File: config.mk
export PLATFORM = sky130hd
export DESIGN_NAME = asm_enc
export DESIGN_NICKNAME = d
export VERILOG_FILES = /design/src/rtl/asm_enc_pkg.sv /design/src/rtl/asm_enc_pack.sv /design/src/rtl/asm_enc.sv
export SDC_FILE = /design/constraint.sdc
export NUM_CORES = 1
export LEC_CHECK = 0
export CAP_MARGIN = 10
export CORE_UTILIZATION = 57
export CTS_BUF_LIST = sky130_fd_sc_hd__clkbuf_8 sky130_fd_sc_hd__clkbuf_16
export CTS_CLUSTER_DIAMETER = 40
export DETAILED_ROUTE_END_ITERATION = 16
export GPL_ROUTABILITY_DRIVEN = 0
export PLACE_DENSITY = 0.94
export SYNTH_ARGS = -nofsm -noshare
export SYNTH_HDL_FRONTEND = slang
export SYNTH_SLANG_ARGS = --single-unit
File: constraint.sdc
create_clock -name clk -period 5.43 [get_ports clk]
set_clock_uncertainty 0.15 [all_clocks]
set_input_delay 0.543 -clock clk [delete_from_list [all_inputs] [get_ports clk]]
set_output_delay 0.543 -clock clk [all_outputs]
set_load 0.01 [all_outputs]
File: src/rtl/asm_enc_pkg.sv
// asm_enc_pkg: shared definitions for the instruction encoder / program loader.
//   - cls_e   : symbolic instruction classes accepted by asm_enc
//   - alu_op_e: PU ALU operation codes (ADD ... THB)
//   - state_e : loader FSM states
//   - opcode prefix constants and the signed-8-bit range helper
package asm_enc_pkg;

    typedef enum logic [3:0] {
        CLS_NOP  = 4'h0,
        CLS_HALT = 4'h1,
        CLS_LI   = 4'h2,
        CLS_SMI  = 4'h3,
        CLS_CAL  = 4'h4,
        CLS_LIL  = 4'h5,
        CLS_LIH  = 4'h6,
        CLS_SMR  = 4'h7,
        CLS_LMI  = 4'h8,
        CLS_SMO  = 4'h9,
        CLS_LMR  = 4'hA,
        CLS_LMO  = 4'hB,
        CLS_CALI = 4'hC
    } cls_e;

    typedef enum logic [3:0] {
        ALU_ADD  = 4'h0,
        ALU_SUB  = 4'h1,
        ALU_ADC  = 4'h2,
        ALU_SBB  = 4'h3,
        ALU_SHL  = 4'h4,
        ALU_SHR  = 4'h5,
        ALU_ROL  = 4'h6,
        ALU_ROR  = 4'h7,
        ALU_AND  = 4'h8,
        ALU_OR   = 4'h9,
        ALU_NAND = 4'hA,
        ALU_XOR  = 4'hB,
        ALU_NOR  = 4'hC,
        ALU_XNOR = 4'hD,
        ALU_TLB  = 4'hE,
        ALU_THB  = 4'hF
    } alu_op_e;

    typedef enum logic [1:0] {
        ST_IDLE   = 2'd0,
        ST_WR1    = 2'd1,
        ST_WR2    = 2'd2,
        ST_HALTED = 2'd3
    } state_e;

    // Opcode prefixes, named by their width in bits.
    localparam logic [5:0] PFX6_LI   = 6'b000001;
    localparam logic [5:0] PFX6_SMI  = 6'b000010;
    localparam logic [5:0] PFX6_CAL  = 6'b001000;
    localparam logic [5:0] PFX6_LMI  = 6'b100000;
    localparam logic [3:0] PFX4_LIL  = 4'b0100;
    localparam logic [3:0] PFX4_LIH  = 4'b0101;
    localparam logic [7:0] PFX8_SMR  = 8'b0110_0010;
    localparam logic [3:0] PFX4_SMO  = 4'b1001;
    localparam logic [3:0] PFX4_LMR  = 4'b1010;
    localparam logic [3:0] PFX4_LMO  = 4'b1011;
    localparam logic [2:0] PFX3_CALI = 3'b110;

    localparam logic [15:0] WORD_NOP  = 16'h0000;
    localparam logic [15:0] WORD_HALT = 16'h0001;

    // True when v is representable as a signed 8-bit value (bits 15..7 all equal).
    function automatic logic fits_s8(input logic [15:0] v);
        return (&v[15:7]) | (~|v[15:7]);
    endfunction

endpackage

File: src/rtl/asm_enc_pack.sv
// asm_pack: purely combinational instruction field packer.
//   in : cls[3:0], rw/ra/rb[1:0], op[3:0], f, imm[15:0]
//   out: word0  - first (or only) instruction word
//        word1  - second word when the command expands (LI to LIH/LIL)
//        two    - command produces two words
//        bad    - illegal class, immediate out of range, or bad CALI op
module asm_pack
    import asm_enc_pkg::*;
(
    input  logic [3:0]  cls,
    input  logic [1:0]  rw,
    input  logic [1:0]  ra,
    input  logic [1:0]  rb,
    input  logic [3:0]  op,
    input  logic        f,
    input  logic [15:0] imm,
    output logic [15:0] word0,
    output logic [15:0] word1,
    output logic        two,
    output logic        bad
);

    logic im8_ok_s;

    assign im8_ok_s = fits_s8(imm);

    // Field packing and legality check per instruction class.
    always_comb begin
        word0 = WORD_NOP;
        word1 = WORD_NOP;
        two   = 1'b0;
        bad   = 1'b0;
        case (cls_e'(cls))
            CLS_NOP: begin
                word0 = WORD_NOP;
            end
            CLS_HALT: begin
                word0 = WORD_HALT;
            end
            CLS_LI: begin
                if (im8_ok_s) begin
                    word0 = {PFX6_LI, rw, imm[7:0]};
                end else begin
                    // Wide constant: high byte first, then low byte.
                    two   = 1'b1;
                    word0 = {PFX4_LIH, rw, rw, imm[15:8]};
                    word1 = {PFX4_LIL, rw, rw, imm[7:0]};
                end
            end
            CLS_SMI: begin
                word0 = {PFX6_SMI, rb, imm[7:0]};
                bad   = ~im8_ok_s;
            end
            CLS_CAL: begin
                word0 = {PFX6_CAL, rw, op, ra, rb};
            end
            CLS_LIL: begin
                word0 = {PFX4_LIL, rw, rb, imm[7:0]};
            end
            CLS_LIH: begin
                word0 = {PFX4_LIH, rw, rb, imm[7:0]};
            end
            CLS_SMR: begin
                word0 = {PFX8_SMR, op, ra, rb};
            end
            CLS_LMI: begin
                word0 = {PFX6_LMI, rw, imm[7:0]};
                bad   = ~im8_ok_s;
            end
            CLS_SMO: begin
                word0 = {PFX4_SMO, ra, rb, imm[7:0]};
                bad   = ~im8_ok_s;
            end
            CLS_LMR: begin
                word0 = {PFX4_LMR, rw, f, 1'b0, op, ra, rb};
            end
            CLS_LMO: begin
                word0 = {PFX4_LMO, rw, ra, imm[7:0]};
                bad   = ~im8_ok_s;
            end
            CLS_CALI: begin
                // Only ADD/SUB exist in immediate form; op[0] selects between them.
                word0 = {PFX3_CALI, op[0], rw, ra, imm[7:0]};
                bad   = (~im8_ok_s) | (op[3:1] != 3'b000);
            end
            default: begin
                bad = 1'b1;
            end
        endcase
    end

endmodule

File: src/rtl/asm_enc.sv
// asm_enc: instruction encoder and program loader for the 16-bit PU.
//   Accepts one symbolic command per in_valid/in_ready handshake, packs it,
//   and writes one or two words sequentially into instruction memory.
//   in : clk, rst_n (async active-low), start (clears address/err/done),
//        in_valid, cls, rw, ra, rb, op, f, imm
//   out: in_ready, imem_we, imem_addr[AW-1:0], imem_wd[15:0],
//        err (sticky), done (HALT written, PU may run)
module asm_enc
    import asm_enc_pkg::*;
#(
    parameter int AW = 8
)(
    input  logic          clk,
    input  logic          rst_n,
    input  logic          start,
    input  logic          in_valid,
    output logic          in_ready,
    input  logic [3:0]    cls,
    input  logic [1:0]    rw,
    input  logic [1:0]    ra,
    input  logic [1:0]    rb,
    input  logic [3:0]    op,
    input  logic          f,
    input  logic [15:0]   imm,
    output logic          imem_we,
    output logic [AW-1:0] imem_addr,
    output logic [15:0]   imem_wd,
    output logic          err,
    output logic          done
);

    // Address counter is one bit wider than the memory so "full" (== 2^AW)
    // is representable without wrapping back to zero.
    localparam logic [AW:0] CAP_WORDS = {1'b1, {AW{1'b0}}};
    localparam logic [AW:0] ONE_SLOT  = (AW+1)'(1);
    localparam logic [AW:0] TWO_SLOTS = (AW+1)'(2);

    state_e        state_r;
    logic [AW:0]   addr_r;
    logic [15:0]   word1_r;
    logic          two_r;
    logic          halt_r;

    logic [15:0]   word0_s;
    logic [15:0]   word1_s;
    logic          two_s;
    logic          bad_s;
    logic [AW:0]   free_s;
    logic          room_s;
    logic          halt_s;
    logic          accept_s;
    logic          cmd_ok_s;

    asm_pack u_pack (
        .cls   (cls),
        .rw    (rw),
        .ra    (ra),
        .rb    (rb),
        .op    (op),
        .f     (f),
        .imm   (imm),
        .word0 (word0_s),
        .word1 (word1_s),
        .two   (two_s),
        .bad   (bad_s)
    );

    // Capacity is checked for the whole command so an expansion is never split.
    assign free_s   = CAP_WORDS - addr_r;
    assign room_s   = two_s ? (free_s >= TWO_SLOTS) : (free_s >= ONE_SLOT);
    assign halt_s   = (cls == 4'(CLS_HALT));
    // start has priority over a coinciding command.
    assign accept_s = (state_r == ST_IDLE) & in_valid & ~start;
    assign cmd_ok_s = ~bad_s & room_s;

    // Loader FSM, address counter and registered memory/status outputs.
    always_ff @(posedge clk or negedge rst_n) begin
        if (!rst_n) begin
            state_r   <= ST_IDLE;
            addr_r    <= '0;
            word1_r   <= 16'h0000;
            two_r     <= 1'b0;
            halt_r    <= 1'b0;
            in_ready  <= 1'b1;
            imem_we   <= 1'b0;
            imem_addr <= '0;
            imem_wd   <= 16'h0000;
            err       <= 1'b0;
            done      <= 1'b0;
        end else if (start) begin
            state_r  <= ST_IDLE;
            addr_r   <= '0;
            two_r    <= 1'b0;
            halt_r   <= 1'b0;
            in_ready <= 1'b1;
            imem_we  <= 1'b0;
            err      <= 1'b0;
            done     <= 1'b0;
        end else begin
            case (state_r)
                ST_IDLE: begin
                    if (accept_s && cmd_ok_s) begin
                        imem_we   <= 1'b1;
                        imem_addr <= addr_r[AW-1:0];
                        imem_wd   <= word0_s;
                        word1_r   <= word1_s;
                        two_r     <= two_s;
                        halt_r    <= halt_s;
                        addr_r    <= addr_r + ONE_SLOT;
                        in_ready  <= 1'b0;
                        state_r   <= ST_WR1;
                    end else if (accept_s) begin
                        // Rejected command is consumed: flag it, write nothing.
                        imem_we <= 1'b0;
                        err     <= 1'b1;
                    end else begin
                        imem_we <= 1'b0;
                    end
                end
                ST_WR1: begin
                    if (two_r) begin
                        imem_we   <= 1'b1;
                        imem_addr <= addr_r[AW-1:0];
                        imem_wd   <= word1_r;
                        addr_r    <= addr_r + ONE_SLOT;
                        state_r   <= ST_WR2;
                    end else if (halt_r) begin
                        imem_we <= 1'b0;
                        done    <= 1'b1;
                        state_r <= ST_HALTED;
                    end else begin
                        imem_we  <= 1'b0;
                        in_ready <= 1'b1;
                        state_r  <= ST_IDLE;
                    end
                end
                ST_WR2: begin
                    imem_we  <= 1'b0;
                    in_ready <= 1'b1;
                    state_r  <= ST_IDLE;
                end
                ST_HALTED: begin
                    imem_we  <= 1'b0;
                    in_ready <= 1'b0;
                end
                default: begin
                    imem_we  <= 1'b0;
                    in_ready <= 1'b1;
                    state_r  <= ST_IDLE;
                end
            endcase
        end
    end

endmodule
==> flow_summary_export.csv <==
group,metric,value,unit
run_status,outcome,"finished clean",
critical_path,crit_path_max_fanout,15,
floorplanning,fp.dieArea,6440,um^2
cells_and_area,n_antenna_cell,0,
critical_path,cp.required,5480,ps
floorplanning,coreArea,5920,um^2
power,power.leakage,1.78,nW
cells_and_area,syn_to_final_growth,21.2,%
clock_tree,clk_pin_slew_worst_paths,90,ps
sta,max_slew_margin,0.304,
cells_and_area,nNetsFinal,482,
yosys,ys_seq_area_frac,0.373,
global_route,grt_first_pass_wirelength,14400,um
global_route,grt_max_degree,53,
sta,drv_slew,0,
floorplanning,start_util,0.590,
cells_and_area,utilization,0.715,
sta,finalCriticalPeriod,3910,ps
routing,wire_per_inst,16.8,um
floorplanning,ios,63,
sta,fmax,256,MHz
global_route,grt_pass1_vias,3108,
sta,setup_viol,0,
sta,worst_pin_slew,1040,ps
yosys,synth-edff-count,0,
clock_tree,cts-buffers-inserted,5,
routing,drt-initial-drc-count,397,
routing,via_per_inst,6.39,
sta,fin_crit_sh,0.720,
run,cap_violations,0,
clock_tree,htree_levels,2,
routing,detail-route-antenna-nets,0,
yosys,yosysUniqueCellTypes,62,
cells_and_area,seqCellArea,1300,um^2
clock_tree,cts_resized,0,
yosys,synth_area,3490,um^2
clock_tree,cts_buffer_depth,2,
cells_and_area,multi_input_area,2000,um^2
global_route,antenna_found_initial,0,
routing,dr.pass1.iters,5,
yosys,netlist_instances,393,
min_path,hold_class,"in2async",
clock_tree,numClockSinks,52,
critical_path,cp-end-kind,"flip-flop",
floorplanning,row_count,28,
yosys,syn_nets,435,
sta,rsz0062_at_grt,"no",
power,max-vdd-ir-drop,0.206,mV
clock_tree,post_cts_buffers,0,
routing,num_vias,3295,
sta,setup_tns,0,ps
routing,drcViolationCount,0,
global_route,track_usage,0.287,
routing,wirelength,8670,um
yosys,yosys_warnings,0,
critical_path,start_kind,"flip-flop",
critical_path,path_class,"reg2reg",
power,power,1.13,mW
yosys,syn_avg_cell_area,8.89,um^2
sta,hold_viol_final,0,
clock_tree,cts-hold-fix-buffers,0,
floorplanning,die_x,80.3,um
clock_tree,cts_root_buf,"clkbuf_8",
place,hpwlAfterDp,6140,um
global_route,overflow,0,
cells_and_area,drive_above_1_share,0.0952,
yosys,synth_flop_cell,"dfrtp_1",
power,pwr_density_cell,267,nW/um^2
floorplanning,dieHeight,80.3,um
clock_tree,cts_tree,"done",
critical_path,arrival,3960,ps
yosys,synth_seq_cells,52,
clock_tree,worstSkewPairLatency,310,ps
cells_and_area,n_fill_cell,425,
yosys,synthArstFlopShare,1.00,
place,io_buffers,62,
## cells by family after synthesis
| group | Yosys count | synth area share |
|---|---|---|
| mux | 40 | 0.128 |
| xor+xnor | 3 | 0.00753 |
| fa+ha+maj | 7 | 0.0251 |
| flops | 52 | 0.373 |
| simple gates | 133 | 0.188 |
| compound gates | 111 | 0.223 |
| buf+inv | 47 | 0.0548 |
## power by group
group | switching [mW] | internal (mW) | leakage, nW | total (mW)
clock network | 0.131 | 0.102 | 0.0486 | 0.233
logic | 0.192 | 0.210 | 1.03 | 0.403
registers | 0.0430 | 0.449 | 0.700 | 0.492
total | 0.367 | 0.762 | 1.78 | 1.13
## metal layers
metal | GRT usage | vias up | share of wire
li1 | - | 1524 | -
met1 | 0.371 | 1583 | 0.42
met2 | 0.487 | 171 | 0.49
met3 | 0.0534 | 17 | 0.082
met4 | 0.0893 | 0 | 0.017
met5 | 0 | - | 0
## cells in the final DEF, fill, tap and decap left out, types with 2 or more instances in the layout
cell	netlist	routed
inv_1	17	18
nand3_1	6	6
a221o_1	2	2
a21o_1	2	2
a211oi_1	3	3
clkdlybuf4s50_1	0	61
nor2b_1	14	14
mux2_1	14	14
a311oi_1	2	2
o22ai_1	5	5
nand4_1	6	6
nor4_1	3	3
o21a_1	3	3
clkbuf_8	0	6
and3_1	3	3
mux2_2	14	14
or2_2	2	2
a31oi_1	5	5
o21ai_0	27	27
ha_1	7	7
or3_1	2	2
a21oi_1	22	22
nor3_1	6	6
a221oi_1	3	3
mux2i_1	11	11
nand2_1	45	45
a22oi_1	3	3
nor2_1	31	31
a222oi_1	6	6
nand2b_1	7	7
o31ai_1	2	2
buf_4	0	8
dfrtp_1	51	51
o221ai_1	3	3
a22o_1	8	8
xnor2_1	2	2
## area by class of cell
cell class,instances,share of cell area
multi-input combinational,294,0.473
sequential,52,0.308
timing repair buffer,70,0.160
tap,75,0.0222
clock buffer,6,0.0195
inverter,17,0.0151
clock inverter,2,0.00266
## worst paths after layout
path | slack [ps] | cells after the start | end | startpoint
max in group asynchronous | 4520 | 2 | addr_r[6] | rst_n
max reg2reg | 1520 | 10 | imem_addr[7] | addr_r[0]
max | 1520 | 10 | imem_addr[7] | addr_r[0]
min reg2reg | 350 | 2 | word1_r[4] | word1_r[4]
min | 170 | 2 | imem_wd[9] | rst_n
min in group clk | 350 | 2 | word1_r[4] | word1_r[4]
## cell usage after synthesis, types with 3 or more instances
master    count  area share
o21ai_0      27       0.039
nand2b_1      7       0.013
o221ai_1      3      0.0075
dfrtp_1      51        0.37
nand4_1       6       0.011
a21oi_1      22       0.032
mux2i_1      11       0.032
ha_1          7       0.025
clkbuf_1     26       0.028
inv_1        17       0.018
nor2_1       31       0.033
nor3_1        6      0.0086
nand2_1      45       0.048
a221oi_1      3      0.0075
nand3_1       6      0.0086
a22oi_1       3      0.0064
o22ai_1       5      0.0090
a22o_1        8       0.020
mux2_1       14       0.045
a211oi_1      3      0.0064
mux2_2       14       0.045
nor4_1        3      0.0054
and3_1        3      0.0054
a31oi_1       5      0.0090
nor2b_1      14       0.025
o21a_1        3      0.0064
a222oi_1      6       0.017
## per-stage QoR
stage | area, um^2 | hold slack (ps) | cells | setup WS [ps]
global route | 4230 | 240 | 516 | 1250
finish | 4230 | 170 | 516 | 1520
detailed placement | 4140 | 326 | 508 | 1240
global placement | 4140 | 312 | 508 | 1310
CTS | 4230 | 211 | 516 | 1550
floorplan | 3490 | 97.4 | 393 | 2220
## sequential cells by signal (all words and copies together) (netlist names)
name,flops
word1_r,11
imem_we,1
in_ready,1
addr_r,9
err,1
halt_r,1
state_r,2
two_r,1
done,1
imem_addr,8
imem_wd,16
## worst max-delay path, stage by stage (launching register included)
cell,delay [ps]
dfrtp_1,550
inv_1,190
ha_1,260
or4b_1,480
o21a_1,190
o21ai_0,150
a2111o_1,290
o21ai_2,140
a211oi_4,670
buf_4,360
mux2_2,360
(Power assumes the default switching activity.)
